===== src/rtl/seq_pattern_tx.sv =====
// rtl/seq_pattern_tx.sv - serial pattern transmitter, MSB-first, repeated back-to-back
module seq_pattern_tx #(
  parameter int PAT_W = 4,
  parameter int CNT_W = 8
) (
  input  logic             clk,
  input  logic             reset,
  input  logic             start,
  input  logic             abort,
  input  logic [PAT_W-1:0] pattern,
  input  logic [CNT_W-1:0] repeat_cnt,
  output logic             din,
  output logic             din_valid,
  output logic             busy,
  output logic             done
);

  localparam int IDX_W = $clog2(PAT_W);
  localparam logic [IDX_W-1:0] IDX_MSB = IDX_W'(PAT_W - 1);

  typedef enum logic {IDLE, SHIFT} state_t;

  state_t           state, state_n;
  logic [PAT_W-1:0] pat_q, pat_n;
  logic [IDX_W-1:0] idx_q, idx_n;
  logic [CNT_W-1:0] rep_q, rep_n;
  logic             din_n, valid_n, done_n;

  always_ff @(posedge clk) begin
    if (!reset) begin
      state     <= IDLE;
      pat_q     <= '0;
      idx_q     <= '0;
      rep_q     <= '0;
      din       <= 1'b0;
      din_valid <= 1'b0;
      busy      <= 1'b0;
      done      <= 1'b0;
    end else begin
      state     <= state_n;
      pat_q     <= pat_n;
      idx_q     <= idx_n;
      rep_q     <= rep_n;
      din       <= din_n;
      din_valid <= valid_n;
      busy      <= (state_n == SHIFT);
      done      <= done_n;
    end
  end

  // rep_q == 0 means continuous; a finite burst ends when bit 0 is sent with rep_q == 1
  always_comb begin
    state_n = state;
    pat_n   = pat_q;
    idx_n   = idx_q;
    rep_n   = rep_q;
    din_n   = 1'b0;
    valid_n = 1'b0;
    done_n  = 1'b0;
    case (state)
      IDLE: begin
        if (start && !abort) begin
          state_n = SHIFT;
          pat_n   = pattern;
          rep_n   = repeat_cnt;
          idx_n   = IDX_MSB;
          din_n   = pattern[PAT_W-1];
          valid_n = 1'b1;
        end
      end
      SHIFT: begin
        if (abort) begin
          state_n = IDLE;
        end else if (idx_q == '0) begin
          if (rep_q == CNT_W'(1)) begin
            state_n = IDLE;
            done_n  = 1'b1;
          end else begin
            idx_n   = IDX_MSB;
            din_n   = pat_q[PAT_W-1];
            valid_n = 1'b1;
            if (rep_q != '0) rep_n = rep_q - CNT_W'(1);
          end
        end else begin
          idx_n   = idx_q - IDX_W'(1);
          din_n   = pat_q[idx_n];
          valid_n = 1'b1;
        end
      end
      default: state_n = IDLE;
    endcase
  end

endmodule


===== config.mk =====
export PLATFORM = sky130hd
export DESIGN_NAME = seq_pattern_tx
export DESIGN_NICKNAME = d
export VERILOG_FILES = /design/src/rtl/seq_pattern_tx.sv
export SDC_FILE = /design/constraint.sdc
export NUM_CORES = 1
export LEC_CHECK = 0
export ABC_CLOCK_PERIOD_IN_PS = 3300
export CORE_MARGIN = 8
export CORE_UTILIZATION = 53
export DETAILED_ROUTE_END_ITERATION = 8
export PLACE_DENSITY = 0.8
export SKIP_LAST_GASP = 1
export SLEW_MARGIN = 25
export SYNTH_ARGS = -nofsm -noshare
export SYNTH_HDL_FRONTEND = slang
export SYNTH_SLANG_ARGS = --single-unit

===== constraint.sdc =====
create_clock -name clk -period 3.3 [get_ports clk]
set_input_delay 0.99 -clock clk [delete_from_list [all_inputs] [get_ports clk]]
set_output_delay 0.99 -clock clk [all_outputs]
set_load 0.02 [all_outputs]

==> results of run 1 <==
through the flow:
step	worst slack, ns	utilization
4_1_cts	0.418	0.705
3_5_place_dp	0.497	0.689
6_report	0.422	0.705
5_1_grt	0.355	0.705
2_1_floorplan	1.08	-
3_3_place_gp	0.568	0.689
layer usage:
layer,GRT usage,share of wire
met2,0.243,0.46
met5,0,0
met3,0.0239,0.051
met1,0.185,0.47
met4,0.0546,0.013
report_power, final:
part           leakage, nW  internal, mW  total, mW  switching (mW)
Clock               0.0177        0.0451      0.115          0.0700
Sequential           0.139         0.218      0.234          0.0163
Combinational        0.305        0.0657      0.131          0.0653
Total                0.462         0.329      0.480           0.152
logic make-up after synthesis:
group	after synthesis	synth area share
AO/OA/AOI/OAI	34	0.259
AND/OR/NAND/NOR	49	0.251
buffers and inverters	15	0.0678
multiplexers	3	0.0302
adder cells (fa/ha/maj)	4	0.0503
flip-flops	17	0.342
cell usage after synthesis, drive strengths merged, types with 2 or more instances:
library cell  count
ha                4
a21oi            10
a22oi             3
nor2              7
inv               8
nor3b             2
buf               3
mux2i             3
nor3              3
o22ai             2
nor4              2
dfxtp            17
o32ai             5
nand2            19
clkbuf            4
nor2b             8
o31a              2
a211oi            2
a31oi             3
flip-flops by register name, indices dropped and copies added, names as in the netlist:
name   cells
rep_q      8
pat_q      4
idx_q      2
din        1
done       1
state      1
how the worst max path moves through the flow:
stage	endpoint	slack, ns	depth (start not counted)
after floorplan	rep_q[1]	1.08	4
after global placement	rep_q[1]	0.57	5
after detailed placement	rep_q[1]	0.50	5
after CTS	busy	0.42	1
after global routing	busy	0.35	1
final	busy	0.42	1
cell usage in the layout, fill, tap and decap left out, drive strengths merged, types with 2 or more instances in the layout:
cell type	netlist	final
a211oi	2	2
a21oi	10	10
a22oi	3	3
a31oi	3	3
buf	3	3
clkbuf	4	3
clkdlybuf4s50	0	19
dfxtp	17	17
ha	4	4
inv	8	8
mux2i	3	3
nand2	19	19
nor2	7	7
nor2b	8	8
nor3	3	3
nor3b	2	2
nor4	2	2
o22ai	2	2
o31a	2	2
o32ai	5	5
layout make-up:
cell class,count,area share
Multi-Input combinational cell,90,0.478
Timing Repair Buffer,22,0.173
Sequential cell,17,0.277
Inverter,8,0.0244
Tap cell,25,0.0254
Clock buffer,3,0.0183
Clock inverter,1,0.00407
==> reports/metrics.yaml, run 1 <==
status: "finished, final reports clean"
worst_hold_slack_ns: 0.463
fmax_ghz: 0.348
globalRouteOverflowTotal: 0
yosys_most_used_dff: "dfxtp_1"
rsz0062_at_grt: "no"
cts_hold_buf: 0
yosys_warnings: 0
port_buffers: 19
final-setup-viol-count: 0
tritoncts: "built"
crit_buf_inv: 1
cts_root_buf: "clkbuf_4"
area.sequential_um2: 340
clk-insertion-delay-late_ns: 0.29
cts_resized: 0
cp_max_fo: 25
htreeDepth: 1
clockBufferDepth: 2
clkTransAtPathRegs_ns: 0.10
whs_path_depth: 2
core-area_mm2: 0.00175
antenna_found_initial: 0
synthArstFlopShare: 0
track_usage: 0.147
min_from: "pat_q[0]"
cts_setup_buffers: 0
postLayoutCellArea_mm2: 0.00123
worstSetupStartpoint: "state"
dieArea_mm2: 0.00352
rr_worst_depth: 4
hold_end: "pat_q[0]"
hp-class: "flip-flop to flip-flop"
ff2ff_setup_slack_ns: 1.00
critPathLaunchType: "flip-flop"
critPathTopFamily: "flip-flops"
drc: 0
period_minus_slack_ns: 2.88
grt_max_degree: 26
drtIter0Drc: 34
post_dp_cell_area_mm2: 0.00120
yosys.area.top_type: "dfxtp_1"
multi_input_area_um2: 588
num_rows: 15
clock-sinks: 17
syn-cell-area_um2: 996
num_vias: 969
wirelength_mm: 2.48
synth_top_area_share: 0.342
tightestPinTransition_ns: 0.780
n_fill_cell: 151
drive_above_1_share: 0.113
routed_via_density: 5.84
final_nets: 162
placed_cells: 162
syn_to_final_growth_pct: 23.5
end_kind: "output port"
grt_pass1_vias: 977
syn-num-nets: 142
fp.dieW_um: 59.4
io_pins: 20
critPathKind: "flip-flop to output port"
place_congestion: 0.816
ant_nets: 0
hpwl_mm: 1.79
p_total_uw: 480
syn_avg_cell_area_um2: 8.16
fin_tns_setup_ns: 0
ys_seq_elements: 17
antenna_cells: 0
maxSlewViolCount: 0
yosysSeqAreaShare: 0.342
cts_buffers: 3
path_cells: "clkdlybuf4s50_1"
r2r_start: "state"
critPathSlowestCell: "dfxtp_1"
cap_violations: 0
wl_per_cell_um: 14.9
critPathRequiredTime_ns: 2.31
finalNonFillerCells: 166
p_leak_nw: 0.462
worst_clock_skew_ns: 0.00181
synth_cell_types: 37
finalHoldViolCount: 0
max_stage_delay_ns: 0.84
grt_pass1_wl_mm: 4.17
synth_edf_count: 0
netlist_instances: 122
r2r-end: "rep_q[1]"
ir_worst_vdd_mv: 0.237
p_per_area_mw_per_mm2: 391
drt-pass1-iter-count: 4
die-height_um: 59.4
synth_area_leaders: "dfxtp_1 34%, nand2_1 7.2%, a21oi_1 5.0%"
crit_arrival_ns: 1.89
period_share: 0.872
start_util: 0.571
relSlewSlack: 0.479
(Power assumes the default switching activity.)
==> run 2, diff against run 1 <==
--- a/config.mk
+++ b/config.mk
@@ -6,6 +6,7 @@
 export NUM_CORES = 1
 export LEC_CHECK = 0
 export ABC_CLOCK_PERIOD_IN_PS = 3300
+export CORE_ASPECT_RATIO = 1.2
 export CORE_MARGIN = 8
 export CORE_UTILIZATION = 53
 export DETAILED_ROUTE_END_ITERATION = 8
@@ -15,3 +16,4 @@
 export SYNTH_ARGS = -nofsm -noshare
 export SYNTH_HDL_FRONTEND = slang
 export SYNTH_SLANG_ARGS = --single-unit
+export TNS_END_PERCENT = 20
==> run 2 against run 1 <==
Global-route usage fell by 1.4 points. Routed wire length fell by 5.4%. Combinational power about the same. Utilization fell by 3.3 points. Via count down 1.3%. Critical path depth rose by 3. Clock power about the same. Cell area is 1.2% lower. Worst setup slack improved by 0.29 ns. Total power down 0.92%. Final cell count fell by 4.2%. Sequential cell count unchanged. Largest power group unchanged.
==> reports/metrics.yaml, run 2 (synthesis results as in run 1) <==
drive_above_1_share: 0.107
place_congestion: 0.852
core-area_mm2: 0.00181
wirelength_mm: 2.34
clock_power_share: 0.240
ant_nets: 0
fin_tns_setup_ns: 0
globalRouteOverflowTotal: 0
p_leak_nw: 0.458
die-height_um: 63.5
crit_arrival_ns: 2.78
mostFrequentLayoutCells: "19 x nand2_1, 19 x clkdlybuf4s50_1, 17 x dfxtp_1"
hpwl_mm: 1.76
power.share.sequential: 0.485
track_usage: 0.133
cap_violations: 0
clock-sinks: 17
start_util: 0.551
r2r-end: "rep_q[0]"
num_vias: 956
p_per_area_mw_per_mm2: 392
num_rows: 17
final-setup-viol-count: 0
area.sequential_um2: 340
clkTransAtPathRegs_ns: 0.10
p_sw_frac: 0.312
tightestPinTransition_ns: 0.756
ff2ff_setup_slack_ns: 1.26
status: "finished, final reports clean"
worst_clock_skew_ns: 0.00411
endpoint: "rep_q[1]"
critPathLaunchType: "input pin"
path_cells: "clkdlybuf4s50_1 > or3b_2 > and2_1 > o311a_2"
routed_via_density: 6.01
power_switching_uw: 148
power_frac_comb: 0.275
finalHoldViolCount: 0
maxSlewViolCount: 0
cp_max_fo: 13
htreeDepth: 1
critPathSlowestCell: "or3b_2"
n_fill_cell: 156
drt-pass1-iter-count: 4
ir_worst_vdd_mv: 0.267
largest_register_ffs: 8
clk-insertion-delay-late_ns: 0.29
drtIter0Drc: 33
end_kind: "flip-flop"
multi_input_area_um2: 588
rsz0062_at_grt: "no"
tritoncts: "built"
syn_to_final_growth_pct: 22.0
wl_per_cell_um: 14.7
top_register: "rep_q"
largestRegisters: "rep_q x8, pat_q x4, idx_q x2"
fmax_ghz: 0.386
io_pins: 20
grt_max_degree: 21
clockBufferDepth: 2
cts_hold_buf: 0
rr_worst_depth: 4
critPathKind: "input pin to flip-flop"
fp.dieW_um: 55.6
cts_resized: 0
p_int_uw: 328
port_buffers: 19
r2r_start: "rep_q[4]"
fin_util: 0.672
drc: 0
antenna_found_initial: 0
grt_pass1_wl_mm: 3.94
critPathRequiredTime_ns: 3.49
cts_root_buf: "clkbuf_4"
relSlewSlack: 0.491
cts_setup_buffers: 0
grt_pass1_vias: 924
hp-class: "flip-flop to flip-flop"
cts_buffers: 3
final_nets: 161
worstSetupStartpoint: "start"
antenna_cells: 0
period_share: 0.785
dieArea_mm2: 0.00353
max_stage_delay_ns: 0.59
period_minus_slack_ns: 2.59
run 2: worst min path at each step:
stage	slack [ns]	cells after the start	startpoint	end
2_1_floorplan	0.43	2	pat_q[3]	pat_q[3]
3_3_place_gp	0.45	2	pat_q[1]	pat_q[1]
3_5_place_dp	0.45	2	pat_q[3]	pat_q[3]
4_1_cts	0.46	2	pat_q[3]	pat_q[3]
5_1_grt	0.50	2	pat_q[3]	pat_q[3]
6_report	0.46	2	pat_q[3]	pat_q[3]
run 2: metal layers:
metal	up-vias	GRT usage	wire length [um]
met3	4	0.0361	121
li1	472	-	-
met5	-	0	0
met4	0	0.0833	48
met1	449	0.136	952
met2	31	0.232	1220
run 2: critical path, delay by kind of cell:
kind / cells / cell delay (ns)
compound gates: 1 / 0.42
buf+inv: 1 / 0.47
simple gates: 2 / 0.89
run 2: power by group through the flow:
stage	Clock, mW	Sequential (mW)	Combinational [mW]
2_1_floorplan	0	0.233	0.0922
3_3_place_gp	0	0.235	0.128
3_5_place_dp	0	0.235	0.131
4_1_cts	0.117	0.231	0.131
5_1_grt	0.126	0.233	0.144
6_report	0.114	0.231	0.131
run 2: cell type report:
type                       instances  share of cell area
clock buffer                       3              0.0185
timing repair buffer              21               0.169
inverter                           8              0.0247
tap                               19              0.0196
clock inverter                     1             0.00412
multi-input combinational         90               0.484
sequential                        17               0.280
run 2: through the flow:
step                      setup slack, ns  hold WS (ns)  power (mW)  instance area (um2)  std cells
final                               0.710         0.461       0.476                 1210        159
after global routing                0.682         0.498       0.503                 1210        159
after global placement              0.430         0.448       0.362                 1190        155
after CTS                           0.724         0.461       0.479                 1210        159
after floorplan                      1.08         0.433       0.326                  996        122
after detailed placement            0.404         0.446       0.366                 1190        155
==> run 3, diff against run 2 <==
--- a/config.mk
+++ b/config.mk
@@ -5,12 +5,12 @@
 export SDC_FILE = /design/constraint.sdc
 export NUM_CORES = 1
 export LEC_CHECK = 0
-export ABC_CLOCK_PERIOD_IN_PS = 3300
+export ABC_CLOCK_PERIOD_IN_PS = 2600
 export CORE_ASPECT_RATIO = 1.2
 export CORE_MARGIN = 8
-export CORE_UTILIZATION = 53
+export CORE_UTILIZATION = 50
 export DETAILED_ROUTE_END_ITERATION = 8
-export PLACE_DENSITY = 0.8
+export PLACE_DENSITY = 0.76
 export SKIP_LAST_GASP = 1
 export SLEW_MARGIN = 25
 export SYNTH_ARGS = -nofsm -noshare
==> constraint.sdc (replaced) <==
create_clock -name clk -period 2.6 [get_ports clk]
set_input_delay 0.78 -clock clk [delete_from_list [all_inputs] [get_ports clk]]
set_output_delay 0.78 -clock clk [all_outputs]
set_load 0.02 [all_outputs]
==> run 3 against run 2 <==
Combinational power rose by 31%. First-iteration DRC count fell by 33%. Cell area rose by 2.4%. Sequential share of layout area fell by 0.65 points. Clock-buffer cell count rose by 1. Global-route usage fell by 0.23 points. Clock power rose by 25%. Non-clock buffer count rose by 4. Routed wire length rose by 2.7%. Die area rose by 4.4%.
==> reports/metrics.yaml, run 3 (synthesis results as in run 1) <==
status: "finished, final reports clean"
htreeDepth: 1
clock_power_share: 0.235
final_nets: 165
antenna_found_initial: 0
grt_pass1_vias: 960
ff2ff_setup_slack_ns: 0.75
cap_violations: 0
period_minus_slack_ns: 2.12
drtIter0Drc: 22
drc: 0
globalRouteOverflowTotal: 0
critPathSlowestCell: "clkdlybuf4s50_1"
final-setup-viol-count: 0
rsz0062_at_grt: "no"
place_congestion: 0.844
setup_ws_ns: 0.483
tritoncts: "built"
num_rows: 17
cts_buffers: 3
worst_clock_skew_ns: 0.000602
critPathTopFamily: "buffers and inverters"
place_ws_ns: 0.183
clockBufferDepth: 2
critPathRequiredTime_ns: 2.79
tightestPinTransition_ns: 0.728
path_cells: "clkdlybuf4s50_1 > or3b_2 > and2_1 > buf_4 > o32ai_1"
clkTransAtPathRegs_ns: 0.10
post_dp_cell_area_mm2: 0.00122
start_util: 0.538
r2r-end: "rep_q[5]"
hp-class: "flip-flop to flip-flop"
hold_end: "pat_q[3]"
critPathKind: "input pin to flip-flop"
syn_to_final_growth_pct: 24.9
end_kind: "flip-flop"
cts_hold_buf: 0
io_pins: 20
cts_setup_buffers: 0
worst_hold_slack_ns: 0.462
finalHoldViolCount: 0
core-area_mm2: 0.00185
drt-pass1-iter-count: 5
rr_worst_depth: 6
relSlewSlack: 0.510
antenna_cells: 0
largest_register_ffs: 8
hpwl_mm: 1.84
fin_tns_setup_ns: 0
top_register: "rep_q"
fmax_ghz: 0.472
period_share: 0.814
die-height_um: 64.9
dieArea_mm2: 0.00368
clk-insertion-delay-late_ns: 0.28
port_buffers: 19
fin_util: 0.672
p_sw_frac: 0.305
crit_buf_inv: 2
cp_max_fo: 7
ant_nets: 0
wl_per_cell_um: 14.8
crit_arrival_ns: 2.31
track_usage: 0.131
critPathLaunchType: "input pin"
power_frac_comb: 0.284
p_leak_nw: 0.473
p_total_uw: 607
grt_pass1_wl_mm: 4.06
maxSlewViolCount: 0
wirelength_mm: 2.41
postLayoutCellArea_mm2: 0.00124
finalNonFillerCells: 163
num_vias: 947
drive_above_1_share: 0.125
clock-sinks: 17
mostFrequentLayoutCells: "19 x nand2_1, 19 x clkdlybuf4s50_1, 17 x dfxtp_1"
p_int_uw: 422
cts_resized: 0
r2r_start: "state"
power_switching_uw: 185
power.share.sequential: 0.481
p_per_area_mw_per_mm2: 488
fp.dieW_um: 56.7
placed_cells: 159
grt_max_degree: 24
routed_via_density: 5.81
whs_path_depth: 2
cts_root_buf: "clkbuf_4"
largestRegisters: "rep_q x8, pat_q x4, idx_q x2"
max_stage_delay_ns: 0.47
min_from: "pat_q[3]"
ir_worst_vdd_mv: 0.342
run 3: cell types whose count changed in the layout (fill, tap and decap cells not counted):
cell / before / now
buf_4: 2 / 6
clkbuf_1: 0 / 1
clkinv_2: 1 / 0
run 3: worst max path at each step:
stage	start	to	slack [ns]	cells after the start
2_1_floorplan	abort	rep_q[1]	0.59	4
3_3_place_gp	abort	rep_q[1]	0.23	5
3_5_place_dp	abort	rep_q[5]	0.18	6
4_1_cts	start	rep_q[5]	0.48	5
5_1_grt	abort	rep_q[6]	0.40	6
6_report	start	rep_q[5]	0.48	5
run 3: area by class of cell:
type / instances / area, um2
clock buffers: 4 / 26.3
fillers: 173 / 607
inverters: 8 / 30.0
multi-input cells: 90 / 588
flip-flops and latches: 17 / 340
well taps: 19 / 23.8
repair buffers: 25 / 235
run 3: routing by layer:
metal,GRT usage,part of all wire,vias up
met4,0.0441,0.0067,0
li1,-,-,481
met5,0,0,-
met1,0.139,0.42,442
met2,0.246,0.53,22
met3,0.0292,0.039,2
run 3: worst reg2reg max path, delay by kind of cell, from the launching register on:
kind,cells,cell delay [ns]
AND/OR/NAND/NOR,2,0.54
buffers and inverters,2,0.42
flip-flops,1,0.38
AO/OA/AOI/OAI,2,0.43
run 3: power groups by stage:
stage | clock [mW] | sequential, mW | combinational, mW
after floorplan | 0 | 0.296 | 0.117
after global placement | 0 | 0.297 | 0.169
after detailed placement | 0 | 0.298 | 0.172
after CTS | 0.147 | 0.292 | 0.173
after global routing | 0.159 | 0.294 | 0.190
final | 0.143 | 0.292 | 0.172
